**src/rtl/id_ex_operand_stage_if.sv**
```systemverilog
// ID/EX pipeline channel: decoded instruction from ID and the registered
// instruction presented to EX, with their valid/ready handshakes.
interface id_ex_operand_stage_if #(
    parameter int unsigned XLEN   = 32,
    parameter int unsigned CTRL_W = 16
);
    logic              id_valid;
    logic              id_ready;
    logic [XLEN-1:0]   id_pc;
    logic [XLEN-1:0]   id_imm;
    logic [CTRL_W-1:0] id_ctrl;
    logic [4:0]        id_rs1;
    logic [4:0]        id_rs2;
    logic [4:0]        id_rd;
    logic              id_rs1_en;
    logic              id_rs2_en;
    logic              id_rd_we;
    logic              id_is_load;

    logic              ex_ready;
    logic              ex_valid;
    logic [XLEN-1:0]   ex_pc;
    logic [XLEN-1:0]   ex_imm;
    logic [XLEN-1:0]   ex_op1;
    logic [XLEN-1:0]   ex_op2;
    logic [CTRL_W-1:0] ex_ctrl;
    logic [4:0]        ex_rd;
    logic              ex_rd_we;
    logic              ex_is_load;

    modport master (
        output id_valid, id_pc, id_imm, id_ctrl, id_rs1, id_rs2, id_rd,
               id_rs1_en, id_rs2_en, id_rd_we, id_is_load, ex_ready,
        input  id_ready, ex_valid, ex_pc, ex_imm, ex_op1, ex_op2, ex_ctrl,
               ex_rd, ex_rd_we, ex_is_load
    );

    modport slave (
        input  id_valid, id_pc, id_imm, id_ctrl, id_rs1, id_rs2, id_rd,
               id_rs1_en, id_rs2_en, id_rd_we, id_is_load, ex_ready,
        output id_ready, ex_valid, ex_pc, ex_imm, ex_op1, ex_op2, ex_ctrl,
               ex_rd, ex_rd_we, ex_is_load
    );
endinterface

```
**src/rtl/id_ex_operand_stage.sv**
```systemverilog
// ID->EX stage: operand bypass from MEM/WB, load-use / MEM-not-ready hazard
// detection, and the ID/EX register with stall, bubble and flush.
module id_ex_operand_stage #(
    parameter int unsigned XLEN        = 32,
    parameter int unsigned CTRL_W      = 16,
    parameter int unsigned STALL_CNT_W = 32
) (
    input  logic                   clk,
    input  logic                   rstn,
    input  logic                   flush,
    id_ex_operand_stage_if.slave   pipe,
    output logic [4:0]             rf_ra0,
    output logic [4:0]             rf_ra1,
    input  logic [XLEN-1:0]        rf_rd0,
    input  logic [XLEN-1:0]        rf_rd1,
    input  logic [4:0]             mem_rd,
    input  logic                   mem_we,
    input  logic [XLEN-1:0]        mem_wd,
    input  logic                   mem_fwd_valid,
    input  logic [4:0]             wb_rd,
    input  logic                   wb_we,
    input  logic [XLEN-1:0]        wb_wd,
    output logic [STALL_CNT_W-1:0] stall_cnt
);
    logic              ex_valid_q;
    logic [XLEN-1:0]   ex_pc_q;
    logic [XLEN-1:0]   ex_imm_q;
    logic [XLEN-1:0]   ex_op1_q;
    logic [XLEN-1:0]   ex_op2_q;
    logic [CTRL_W-1:0] ex_ctrl_q;
    logic [4:0]        ex_rd_q;
    logic              ex_rd_we_q;
    logic              ex_is_load_q;
    logic [STALL_CNT_W-1:0] stall_cnt_q;

    logic [XLEN-1:0] op1_d;
    logic [XLEN-1:0] op2_d;
    logic            load_in_ex;
    logic            mem_pending;
    logic            rs1_haz;
    logic            rs2_haz;
    logic            hazard;
    logic            advance;
    logic            id_ready;
    logic            stall_inc;

    assign rf_ra0 = pipe.id_rs1;
    assign rf_ra1 = pipe.id_rs2;

    // MEM result is newer than WB, so it takes precedence.
    always_comb begin
        op1_d = rf_rd0;
        if (pipe.id_rs1 == 5'd0)                     op1_d = '0;
        else if (mem_we && mem_rd == pipe.id_rs1)    op1_d = mem_wd;
        else if (wb_we && wb_rd == pipe.id_rs1)      op1_d = wb_wd;

        op2_d = rf_rd1;
        if (pipe.id_rs2 == 5'd0)                     op2_d = '0;
        else if (mem_we && mem_rd == pipe.id_rs2)    op2_d = mem_wd;
        else if (wb_we && wb_rd == pipe.id_rs2)      op2_d = wb_wd;
    end

    assign load_in_ex  = ex_valid_q && ex_rd_we_q && ex_is_load_q;
    assign mem_pending = mem_we && !mem_fwd_valid;

    assign rs1_haz = pipe.id_rs1_en && (pipe.id_rs1 != 5'd0) &&
                     ((load_in_ex && ex_rd_q == pipe.id_rs1) ||
                      (mem_pending && mem_rd == pipe.id_rs1));
    assign rs2_haz = pipe.id_rs2_en && (pipe.id_rs2 != 5'd0) &&
                     ((load_in_ex && ex_rd_q == pipe.id_rs2) ||
                      (mem_pending && mem_rd == pipe.id_rs2));

    assign hazard    = pipe.id_valid && (rs1_haz || rs2_haz);
    assign advance   = !ex_valid_q || pipe.ex_ready;
    assign id_ready  = rstn && (flush || (advance && !hazard));
    assign stall_inc = rstn && pipe.id_valid && !flush && !id_ready;

    always_ff @(posedge clk) begin
        if (!rstn) begin
            ex_valid_q   <= 1'b0;
            ex_pc_q      <= '0;
            ex_imm_q     <= '0;
            ex_op1_q     <= '0;
            ex_op2_q     <= '0;
            ex_ctrl_q    <= '0;
            ex_rd_q      <= '0;
            ex_rd_we_q   <= 1'b0;
            ex_is_load_q <= 1'b0;
        end else if (flush) begin
            ex_valid_q <= 1'b0;
        end else if (advance && hazard) begin
            ex_valid_q <= 1'b0;
        end else if (advance) begin
            ex_valid_q   <= pipe.id_valid;
            ex_pc_q      <= pipe.id_pc;
            ex_imm_q     <= pipe.id_imm;
            ex_op1_q     <= op1_d;
            ex_op2_q     <= op2_d;
            ex_ctrl_q    <= pipe.id_ctrl;
            ex_rd_q      <= pipe.id_rd;
            ex_rd_we_q   <= pipe.id_rd_we;
            ex_is_load_q <= pipe.id_is_load;
        end
    end

    always_ff @(posedge clk) begin
        if (!rstn) begin
            stall_cnt_q <= '0;
        end else if (stall_inc && stall_cnt_q != '1) begin
            stall_cnt_q <= stall_cnt_q + STALL_CNT_W'(1);
        end
    end

    assign pipe.id_ready   = id_ready;
    assign pipe.ex_valid   = ex_valid_q;
    assign pipe.ex_pc      = ex_pc_q;
    assign pipe.ex_imm     = ex_imm_q;
    assign pipe.ex_op1     = ex_op1_q;
    assign pipe.ex_op2     = ex_op2_q;
    assign pipe.ex_ctrl    = ex_ctrl_q;
    assign pipe.ex_rd      = ex_rd_q;
    assign pipe.ex_rd_we   = ex_rd_we_q;
    assign pipe.ex_is_load = ex_is_load_q;
    assign stall_cnt       = stall_cnt_q;
endmodule

```
**src/flat_wrapper.sv**
```systemverilog
// flat-port wrapper written by rule: the top's interface ports become plain ports
module id_ex_operand_stage_flat 
#(
    parameter int unsigned XLEN        = 32,
    parameter int unsigned CTRL_W      = 16,
    parameter int unsigned STALL_CNT_W = 32
)
  (clk, rstn, flush, rf_ra0, rf_ra1, rf_rd0, rf_rd1, mem_rd, mem_we, mem_wd, mem_fwd_valid, wb_rd, wb_we, wb_wd, stall_cnt, pipe_id_valid, pipe_id_pc, pipe_id_imm, pipe_id_ctrl, pipe_id_rs1, pipe_id_rs2, pipe_id_rd, pipe_id_rs1_en, pipe_id_rs2_en, pipe_id_rd_we, pipe_id_is_load, pipe_ex_ready, pipe_id_ready, pipe_ex_valid, pipe_ex_pc, pipe_ex_imm, pipe_ex_op1, pipe_ex_op2, pipe_ex_ctrl, pipe_ex_rd, pipe_ex_rd_we, pipe_ex_is_load);
  id_ex_operand_stage_if #(.XLEN(XLEN), .CTRL_W(CTRL_W)) pipe_i ();
  input  logic clk;
  input  logic rstn;
  input  logic flush;
  output logic [4:0] rf_ra0;
  output logic [4:0] rf_ra1;
  input  logic [XLEN-1:0] rf_rd0;
  input  logic [XLEN-1:0] rf_rd1;
  input  logic [4:0] mem_rd;
  input  logic mem_we;
  input  logic [XLEN-1:0] mem_wd;
  input  logic mem_fwd_valid;
  input  logic [4:0] wb_rd;
  input  logic wb_we;
  input  logic [XLEN-1:0] wb_wd;
  output logic [STALL_CNT_W-1:0] stall_cnt;
  input wire logic [$bits(pipe_i.id_valid)-1:0] pipe_id_valid;
  input wire logic [$bits(pipe_i.id_pc)-1:0] pipe_id_pc;
  input wire logic [$bits(pipe_i.id_imm)-1:0] pipe_id_imm;
  input wire logic [$bits(pipe_i.id_ctrl)-1:0] pipe_id_ctrl;
  input wire logic [$bits(pipe_i.id_rs1)-1:0] pipe_id_rs1;
  input wire logic [$bits(pipe_i.id_rs2)-1:0] pipe_id_rs2;
  input wire logic [$bits(pipe_i.id_rd)-1:0] pipe_id_rd;
  input wire logic [$bits(pipe_i.id_rs1_en)-1:0] pipe_id_rs1_en;
  input wire logic [$bits(pipe_i.id_rs2_en)-1:0] pipe_id_rs2_en;
  input wire logic [$bits(pipe_i.id_rd_we)-1:0] pipe_id_rd_we;
  input wire logic [$bits(pipe_i.id_is_load)-1:0] pipe_id_is_load;
  input wire logic [$bits(pipe_i.ex_ready)-1:0] pipe_ex_ready;
  output wire logic [$bits(pipe_i.id_ready)-1:0] pipe_id_ready;
  output wire logic [$bits(pipe_i.ex_valid)-1:0] pipe_ex_valid;
  output wire logic [$bits(pipe_i.ex_pc)-1:0] pipe_ex_pc;
  output wire logic [$bits(pipe_i.ex_imm)-1:0] pipe_ex_imm;
  output wire logic [$bits(pipe_i.ex_op1)-1:0] pipe_ex_op1;
  output wire logic [$bits(pipe_i.ex_op2)-1:0] pipe_ex_op2;
  output wire logic [$bits(pipe_i.ex_ctrl)-1:0] pipe_ex_ctrl;
  output wire logic [$bits(pipe_i.ex_rd)-1:0] pipe_ex_rd;
  output wire logic [$bits(pipe_i.ex_rd_we)-1:0] pipe_ex_rd_we;
  output wire logic [$bits(pipe_i.ex_is_load)-1:0] pipe_ex_is_load;
  assign pipe_i.id_valid = pipe_id_valid;
  assign pipe_i.id_pc = pipe_id_pc;
  assign pipe_i.id_imm = pipe_id_imm;
  assign pipe_i.id_ctrl = pipe_id_ctrl;
  assign pipe_i.id_rs1 = pipe_id_rs1;
  assign pipe_i.id_rs2 = pipe_id_rs2;
  assign pipe_i.id_rd = pipe_id_rd;
  assign pipe_i.id_rs1_en = pipe_id_rs1_en;
  assign pipe_i.id_rs2_en = pipe_id_rs2_en;
  assign pipe_i.id_rd_we = pipe_id_rd_we;
  assign pipe_i.id_is_load = pipe_id_is_load;
  assign pipe_i.ex_ready = pipe_ex_ready;
  assign pipe_id_ready = pipe_i.id_ready;
  assign pipe_ex_valid = pipe_i.ex_valid;
  assign pipe_ex_pc = pipe_i.ex_pc;
  assign pipe_ex_imm = pipe_i.ex_imm;
  assign pipe_ex_op1 = pipe_i.ex_op1;
  assign pipe_ex_op2 = pipe_i.ex_op2;
  assign pipe_ex_ctrl = pipe_i.ex_ctrl;
  assign pipe_ex_rd = pipe_i.ex_rd;
  assign pipe_ex_rd_we = pipe_i.ex_rd_we;
  assign pipe_ex_is_load = pipe_i.ex_is_load;
  id_ex_operand_stage #(.XLEN(XLEN), .CTRL_W(CTRL_W), .STALL_CNT_W(STALL_CNT_W)) u_core (.clk(clk), .rstn(rstn), .flush(flush), .pipe(pipe_i), .rf_ra0(rf_ra0), .rf_ra1(rf_ra1), .rf_rd0(rf_rd0), .rf_rd1(rf_rd1), .mem_rd(mem_rd), .mem_we(mem_we), .mem_wd(mem_wd), .mem_fwd_valid(mem_fwd_valid), .wb_rd(wb_rd), .wb_we(wb_we), .wb_wd(wb_wd), .stall_cnt(stall_cnt));
endmodule
```
**config.mk**
```make
export PLATFORM = sky130hd
export DESIGN_NAME = id_ex_operand_stage_flat
export DESIGN_NICKNAME = d
export VERILOG_FILES = /design/src/rtl/id_ex_operand_stage_if.sv /design/src/rtl/id_ex_operand_stage.sv /design/src/flat_wrapper.sv
export SDC_FILE = /design/constraint.sdc
export NUM_CORES = 1
export LEC_CHECK = 0
export BUFFER_PORTS_ARGS = -buffer_cell sky130_fd_sc_hd__buf_2
export CAP_MARGIN = 0
export CORE_AREA = 4 4 167 169
export CTS_BUF_LIST = sky130_fd_sc_hd__clkbuf_8
export DETAILED_ROUTE_END_ITERATION = 8
export DIE_AREA = 0 0 171 173
export PLACE_DENSITY_LB_ADDON = 0.3
export SLEW_MARGIN = 20
export SYNTH_ARGS = -nofsm -noshare
export SYNTH_HDL_FRONTEND = slang
export SYNTH_SLANG_ARGS = --single-unit
```
**constraint.sdc**
```tcl
create_clock -name clk -period 4.05 [get_ports clk]
set_input_delay 0.405 -clock clk [delete_from_list [all_inputs] [get_ports clk]]
set_output_delay 0.405 -clock clk [all_outputs]
set_load 0.01 [all_outputs]
```
==> results of run 1 <==
synthesized netlist by cell type, types with 3 or more instances:
cell type / count
nand2_1: 265
dfxtp_1: 184
o211ai_1: 4
or3_1: 4
nor2_1: 14
xnor2_1: 16
xor2_1: 14
nor3b_1: 4
nor4_1: 9
nand3_1: 17
and4_1: 4
clkbuf_1: 53
or4_1: 8
o31ai_1: 12
o21a_1: 4
nor3_1: 9
nand2b_1: 14
buf_2: 19
inv_1: 4
buf_6: 5
buf_4: 10
a21oi_1: 13
nand4b_1: 3
a22o_1: 64
mux2i_1: 165
nand4_1: 9
and3_1: 14
o21ai_0: 68
worst max-delay path, delay by kind of cell, from the launching register on:
kind / cells / cell delay (ps)
buffers and inverters: 1 / 140
AO/OA/AOI/OAI: 3 / 590
AND/OR/NAND/NOR: 4 / 990
flip-flops: 1 / 370
metal layers:
metal  GRT usage (%)  vias up  routed length, µm
met3            6.17       52               2730
met4            8.48        2               1100
met2            34.6      376              15600
met1            24.1     4048              12800
li1                -     4341                  -
met5               0        -                 13
power breakdown:
group	internal (mW)	switching, mW	total (mW)
sequential	1.91	0.0578	1.97
combinational	0.300	0.362	0.662
clock	0.490	0.856	1.35
layout make-up:
cell class / instances / share of cell area [%]
Timing Repair Buffer: 451 / 19.6
Sequential cell: 184 / 31.4
Antenna cell: 6 / 0.128
Multi-Input combinational cell: 750 / 41.4
Clock buffer: 17 / 1.99
Clock inverter: 15 / 1.72
Tap cell: 341 / 3.63
Inverter: 4 / 0.128
flip-flops by register name (all words and copies together), names as in the netlist:
signal                  cells
u_core.pipe.ex_op2         32
u_core.pipe.ex_rd_we        1
u_core.pipe.ex_op1         32
u_core.pipe.ex_ctrl        16
u_core.stall_cnt           32
u_core.pipe.ex_is_load      1
u_core.pipe.ex_imm         32
u_core.pipe.ex_valid        1
u_core.pipe.ex_pc          32
u_core.pipe.ex_rd           5
path summary, 6_finish.rpt:
kind | startpoint | endpoint | slack [ps] | cells past startpoint
worst max register to register | u_core.pipe.ex_is_load$_SDFFE_PN0P_ | u_core.pipe.ex_op2[25]$_SDFFE_PN0P_ | 1310 | 8
worst max-delay path | u_core.pipe.ex_is_load$_SDFFE_PN0P_ | pipe_id_ready | 1110 | 8
worst min register to register | u_core.pipe.ex_ctrl[10]$_SDFFE_PN0P_ | u_core.pipe.ex_ctrl[10]$_SDFFE_PN0P_ | 460 | 2
worst min-delay path | pipe_id_pc[3] | u_core.pipe.ex_pc[3]$_SDFFE_PN0P_ | 170 | 3
cells by family (layout without fill, tap and decap cells):
family | Yosys count | after routing | share of synthesized area [%]
simple gates | 382 | 382 | 19.1
buf+inv | 91 | 487 | 4.92
compound gates | 172 | 172 | 13.4
xor+xnor | 30 | 30 | 2.93
flops | 184 | 184 | 41.1
fa+ha+maj | 1 | 1 | 0.140
other cells | 0 | 6 | 0
mux | 165 | 165 | 18.4
per-stage QoR:
stage	cell area [µm²]	hold WS [ps]	worst slack (ps)	util (%)	total power, mW
after detailed placement	11300	444	1200	42.5	2.68
final	11700	172	1110	44.2	3.98
after global routing	11700	126	949	44.2	4.18
after CTS	11700	119	998	44.1	4.04
after floorplan	8950	479	1790	-	2.35
after global placement	11300	439	1190	42.5	2.67
==> flow_metrics.py, run 1 <==
metrics = {
    "cells_and_area": {
        "n_fill_cell": 2664,
        "multi_input_area_um2": 4860,
        "seqCellArea_um2": 3680,
        "layout.nets": 1654,
        "layout-drive-gt1-share_pct": 34.8,
        "area_growth_syn_to_layout_pct": 31.1,
        "fin_cells": 1768,
        "mostFrequentLayoutCells": "buf_2 (438), nand2_1 (265), dfxtp_1 (184)",
        "layout_commonest_cell": "buf_2",
    },
    "setup_path": {
        "cp_data_arrival_time_ps": 2540,
        "worstPathRequired_ps": 3640,
        "setup.worst_path.class": "reg -> out",
        "slowest_delay_ps": 570,
        "startpoint_type": "register",
        "path_cells": "nand3_1 -> or4_4 -> nor3_2 -> o211a_4 -> o21a_1 -> nor2_1 -> o21a_1 -> buf_2",
        "crit_fanout": 5,
        "cpMaxStageDelayCell": "or4_4",
        "critPathMostFrequentCell": "o21a_1",
        "end_kind": "output port",
    },
    "logic_synthesis": {
        "synth_area_um2": 8950,
        "synthTopCellsByArea": "dfxtp_1 (41%), mux2i_1 (18%), nand2_1 (11%)",
        "synth_edf_count": 0,
        "yosys_most_used_dff": "dfxtp_1",
        "yosysSeqAreaShare_pct": 41.1,
        "ys_async_sr_fraction_pct": 0,
        "yosysWarningCount": 0,
        "syn_nets": 1271,
        "synth_top_area_cell": "dfxtp_1",
        "synth_cell_types": 41,
        "ys_ff_latch": 184,
        "netlist.area_leader.share_pct": 41.1,
        "syn_inst": 1025,
        "synth.avg_cell_area_um2": 8.74,
    },
    "clock_network": {
        "cts_made_buffers": 17,
        "cts_sinks": 184,
        "cts-resized-gates": 0,
        "clock_latency_ps": 470,
        "h-tree-depth": 4,
        "clk_pin_slew_ps": 140,
        "post_cts.repair.setup_buffers": 0,
        "root_buffer": "clkbuf_8",
        "cts_tree": "yes",
        "clockBufferDepth": 2,
        "cts_hold_buf": 0,
    },
    "placed_design": {
        "dp.cells": 1730,
        "routabilityCongestion": 0.897,
        "numPortBuffers": 439,
        "dp_hpwl_mm": 24.6,
    },
    "timing": {
        "finalClockSkew_ps": 31.8,
        "tightest_slew_ps": 967,
        "slew_violations": 0,
        "max_slew_margin_pct": 35.5,
        "period_share_pct": 72.6,
        "hold_viol": 0,
        "rsz0062_at_grt": "false",
        "setup_viol": 0,
        "fmax_mhz": 340,
        "tns_ps": 0,
        "timing.final.crit_period_ps": 2940,
    },
    "grt": {
        "grt_max_degree": 102,
        "antenna_found_initial": 9,
        "overflow": 0,
        "grt_pass1_vias": 8560,
        "grt_pass1_wl_mm": 48.5,
        "gr-usage-all-layers_pct": 20.5,
    },
    "power_and_ir_drop": {
        "ir_worst_vdd_mv": 0.158,
        "cellLeakagePower_nw": 5.42,
        "power.density_nw_per_um2": 339,
    },
    "floorplan": {
        "start_util_pct": 33.7,
        "die_width_um": 171,
        "die-area_um2": 29600,
        "rows": 60,
        "die-height_um": 173,
        "io_pins": 440,
        "design.core.area_um2": 26600,
    },
    "routing": {
        "drc": 0,
        "firstDrtPassIters": 5,
        "drtIter0Drc": 515,
        "route.antenna.remaining_nets": 0,
        "post_drt_wl_per_cell_um": 18.2,
        "vias": 8819,
        "routed_via_density": 4.99,
        "drt-total-wl_mm": 32.2,
    },
    "job": {
        "drv_cap": 0,
    },
    "run_status": {
        "status": "finished clean",
    },
    "worst_hold_path": {
        "hold_path.class": "in -> reg",
    },
}
Note: power is estimated with default switching activity, not from simulation.
==> run 2, diff against run 1 <==
--- a/config.mk
+++ b/config.mk
@@ -7,10 +7,10 @@
 export LEC_CHECK = 0
 export BUFFER_PORTS_ARGS = -buffer_cell sky130_fd_sc_hd__buf_2
 export CAP_MARGIN = 0
-export CORE_AREA = 4 4 167 169
+export CORE_AREA = 4 4 168 170
 export CTS_BUF_LIST = sky130_fd_sc_hd__clkbuf_8
 export DETAILED_ROUTE_END_ITERATION = 8
-export DIE_AREA = 0 0 171 173
+export DIE_AREA = 0 0 172 174
 export PLACE_DENSITY_LB_ADDON = 0.3
 export SLEW_MARGIN = 20
 export SYNTH_ARGS = -nofsm -noshare
==> constraint.sdc (replaced) <==
create_clock -name clk -period 2.4 [get_ports clk]
set_input_delay 0.24 -clock clk [delete_from_list [all_inputs] [get_ports clk]]
set_output_delay 0.24 -clock clk [all_outputs]
set_load 0.01 [all_outputs]
==> run 2 against run 1 <==
Against the previous run:
- the run now ends with negative setup slack left
- cell count grew 7.3%
- wire length grew 14%
- utilization grew 6.4 points
- sequential power grew 69%
- register-to-register slack lost 1500 ps
- clock skew shrank 7.9 ps
- design area grew 15%
- worst setup slack lost 1300 ps
- clock-buffer cell count is the same
- die area grew 1.2%
- total power grew 75%
==> flow_metrics.py, run 2 (synthesis results as in run 1) <==
metrics = {
    "power_and_ir_drop": {
        "power.density_nw_per_um2": 515,
        "p_sw_mw": 2.25,
        "pwr-share-clk_pct": 32.7,
        "cellLeakagePower_nw": 6.16,
        "ir_worst_vdd_mv": 0.342,
        "combPwrFrac_pct": 19.5,
        "switching_share_pct": 32.2,
        "total_power_mw": 6.96,
        "internal_power_mw": 4.72,
        "p_seq_share_pct": 47.8,
    },
    "clock_network": {
        "clock_latency_ps": 480,
        "root_buffer": "clkbuf_8",
        "cts_sinks": 184,
        "cts_tree": "yes",
        "clockBufferDepth": 2,
        "h-tree-depth": 4,
        "cts_made_buffers": 17,
        "clk_pin_slew_ps": 120,
    },
    "cells_and_area": {
        "mostFrequentLayoutCells": "buf_2 (440), nand2_1 (265), dfxtp_1 (178)",
        "fin_cells": 1897,
        "layout_commonest_cell": "buf_2",
        "layout-drive-gt1-share_pct": 38.0,
        "final_util_pct": 50.6,
        "n_fill_cell": 2480,
        "layout.nets": 1786,
        "area_growth_syn_to_layout_pct": 50.9,
    },
    "run_status": {
        "status": "finished, violations left",
        "violations": "negative setup slack",
    },
    "grt": {
        "grt_pass1_vias": 9476,
        "grt_pass1_wl_mm": 52.8,
        "antenna_found_initial": 7,
        "grt_max_degree": 209,
        "overflow": 0,
        "gr-usage-all-layers_pct": 22.3,
    },
    "routing": {
        "drc": 0,
        "vias": 9626,
        "route.antenna.remaining_nets": 0,
        "routed_via_density": 5.07,
        "firstDrtPassIters": 7,
        "drtIter0Drc": 493,
        "post_drt_wl_per_cell_um": 19.4,
        "drt-total-wl_mm": 36.9,
    },
    "worst_hold_path": {
        "hold_depth": 3,
        "hold_path.class": "in -> reg",
        "hold_start": "pipe_id_imm[26]",
    },
    "floorplan": {
        "die-height_um": 174,
        "die-area_um2": 29900,
        "die_width_um": 172,
        "rows": 60,
        "design.core.area_um2": 26700,
        "io_pins": 440,
        "start_util_pct": 33.5,
    },
    "timing": {
        "tns_ps": -2870,
        "finalClockSkew_ps": 23.8,
        "rsz0062_at_grt": "true",
        "tightest_slew_ps": 853,
        "setup_viol": 47,
        "setup_ws_ps": -171,
        "fmax_mhz": 389,
        "whs_ps": 32.6,
        "period_share_pct": 107,
        "max_slew_margin_pct": 43.2,
        "hold_viol": 0,
        "timing.final.crit_period_ps": 2570,
        "slew_violations": 0,
    },
    "setup_path": {
        "setup.worst_path.class": "reg -> out",
        "r2r_cells": 11,
        "crit_fanout": 2,
        "critical_path.startpoint": "u_core.pipe.ex_is_load$_SDFFE_PN0P_",
        "worstPathRequired_ps": 2160,
        "rr_startpoint": "u_core.pipe.ex_is_load$_SDFFE_PN0P_",
        "end_kind": "output port",
        "cp_data_arrival_time_ps": 2330,
        "startpoint_type": "register",
    },
    "placed_design": {
        "numPortBuffers": 439,
        "dp.cells": 1757,
        "dp_hpwl_mm": 25.4,
        "routabilityCongestion": 0.906,
    },
    "job": {
        "drv_cap": 0,
    },
}
run 2: cell types whose count changed in the layout (fill, tap and decap cells not counted), sizes merged:
cell	change
buf	+50
clkbuf	+5
clkinv	+1
diode	-3
dlygate4sd3	+76
inv	-1
o31ai	+1
run 2: power groups by stage:
stage | sequential, mW | combinational [mW] | clock, mW
after floorplan | 3.46 | 0.501 | 0
after global placement | 3.38 | 1.15 | 0
after detailed placement | 3.38 | 1.17 | 0
after CTS | 3.32 | 1.29 | 2.34
after global routing | 3.35 | 1.47 | 2.47
final | 3.33 | 1.36 | 2.28
run 2: path summary, 6_finish.rpt:
path	endpoint	slack (ps)
worst max-delay path	pipe_id_ready	-170
worst min-delay path	u_core.pipe.ex_imm[26]$_SDFFE_PN0P_	30
worst max register to register	u_core.stall_cnt[14]$_SDFFE_PN0P_	-140
worst min register to register	u_core.pipe.ex_imm[18]$_SDFFE_PN0P_	460
run 2: layout make-up:
cell class	instances	area (µm²)	share of cell area, %
multi-input combinational	751	5120	37.9
timing repair buffer	582	3810	28.2
sequential	184	3690	27.3
tap	341	427	3.16
clock buffer	17	234	1.73
clock inverter	15	201	1.49
inverter	4	15.0	0.111
antenna	3	7.51	0.0556
run 2: critical path, cell delays in order (launching register included):
cell and delay, ps:
dfxtp_4 390, nand3_4 70, or4_4 550, nor3_4 140, o211a_4 180, o21a_1 140
nor2_1 40, o21a_1 200, buf_2 150
run 2: repair_timing:
item | CTS | global route
setup endpoints to repair | 51 | 170
hold buffers | 75 | 1
gates resized for setup | 13 | 60
setup buffers | 7 | 13
gates cloned | 3 | 8
pin swaps | 13 | 77
hold endpoints to repair | 75 | 1
run 2: routing by layer:
| layer | up-vias | share of wire (%) | track usage [%] |
|---|---|---|---|
| li1 | 4606 | - | - |
| met1 | 4501 | 38 | 25.3 |
| met2 | 426 | 50 | 39.5 |
| met3 | 85 | 8.0 | 6.14 |
| met4 | 8 | 3.6 | 8.55 |
| met5 | - | 0.17 | 0 |
run 2: per-stage QoR:
step	instance area [µm²]	worst slack (ps)
global placement	11600	3.71
global route	13500	-272
finish	13500	-171
CTS	13000	-214
detailed placement	11600	-78.8
floorplan	8950	149
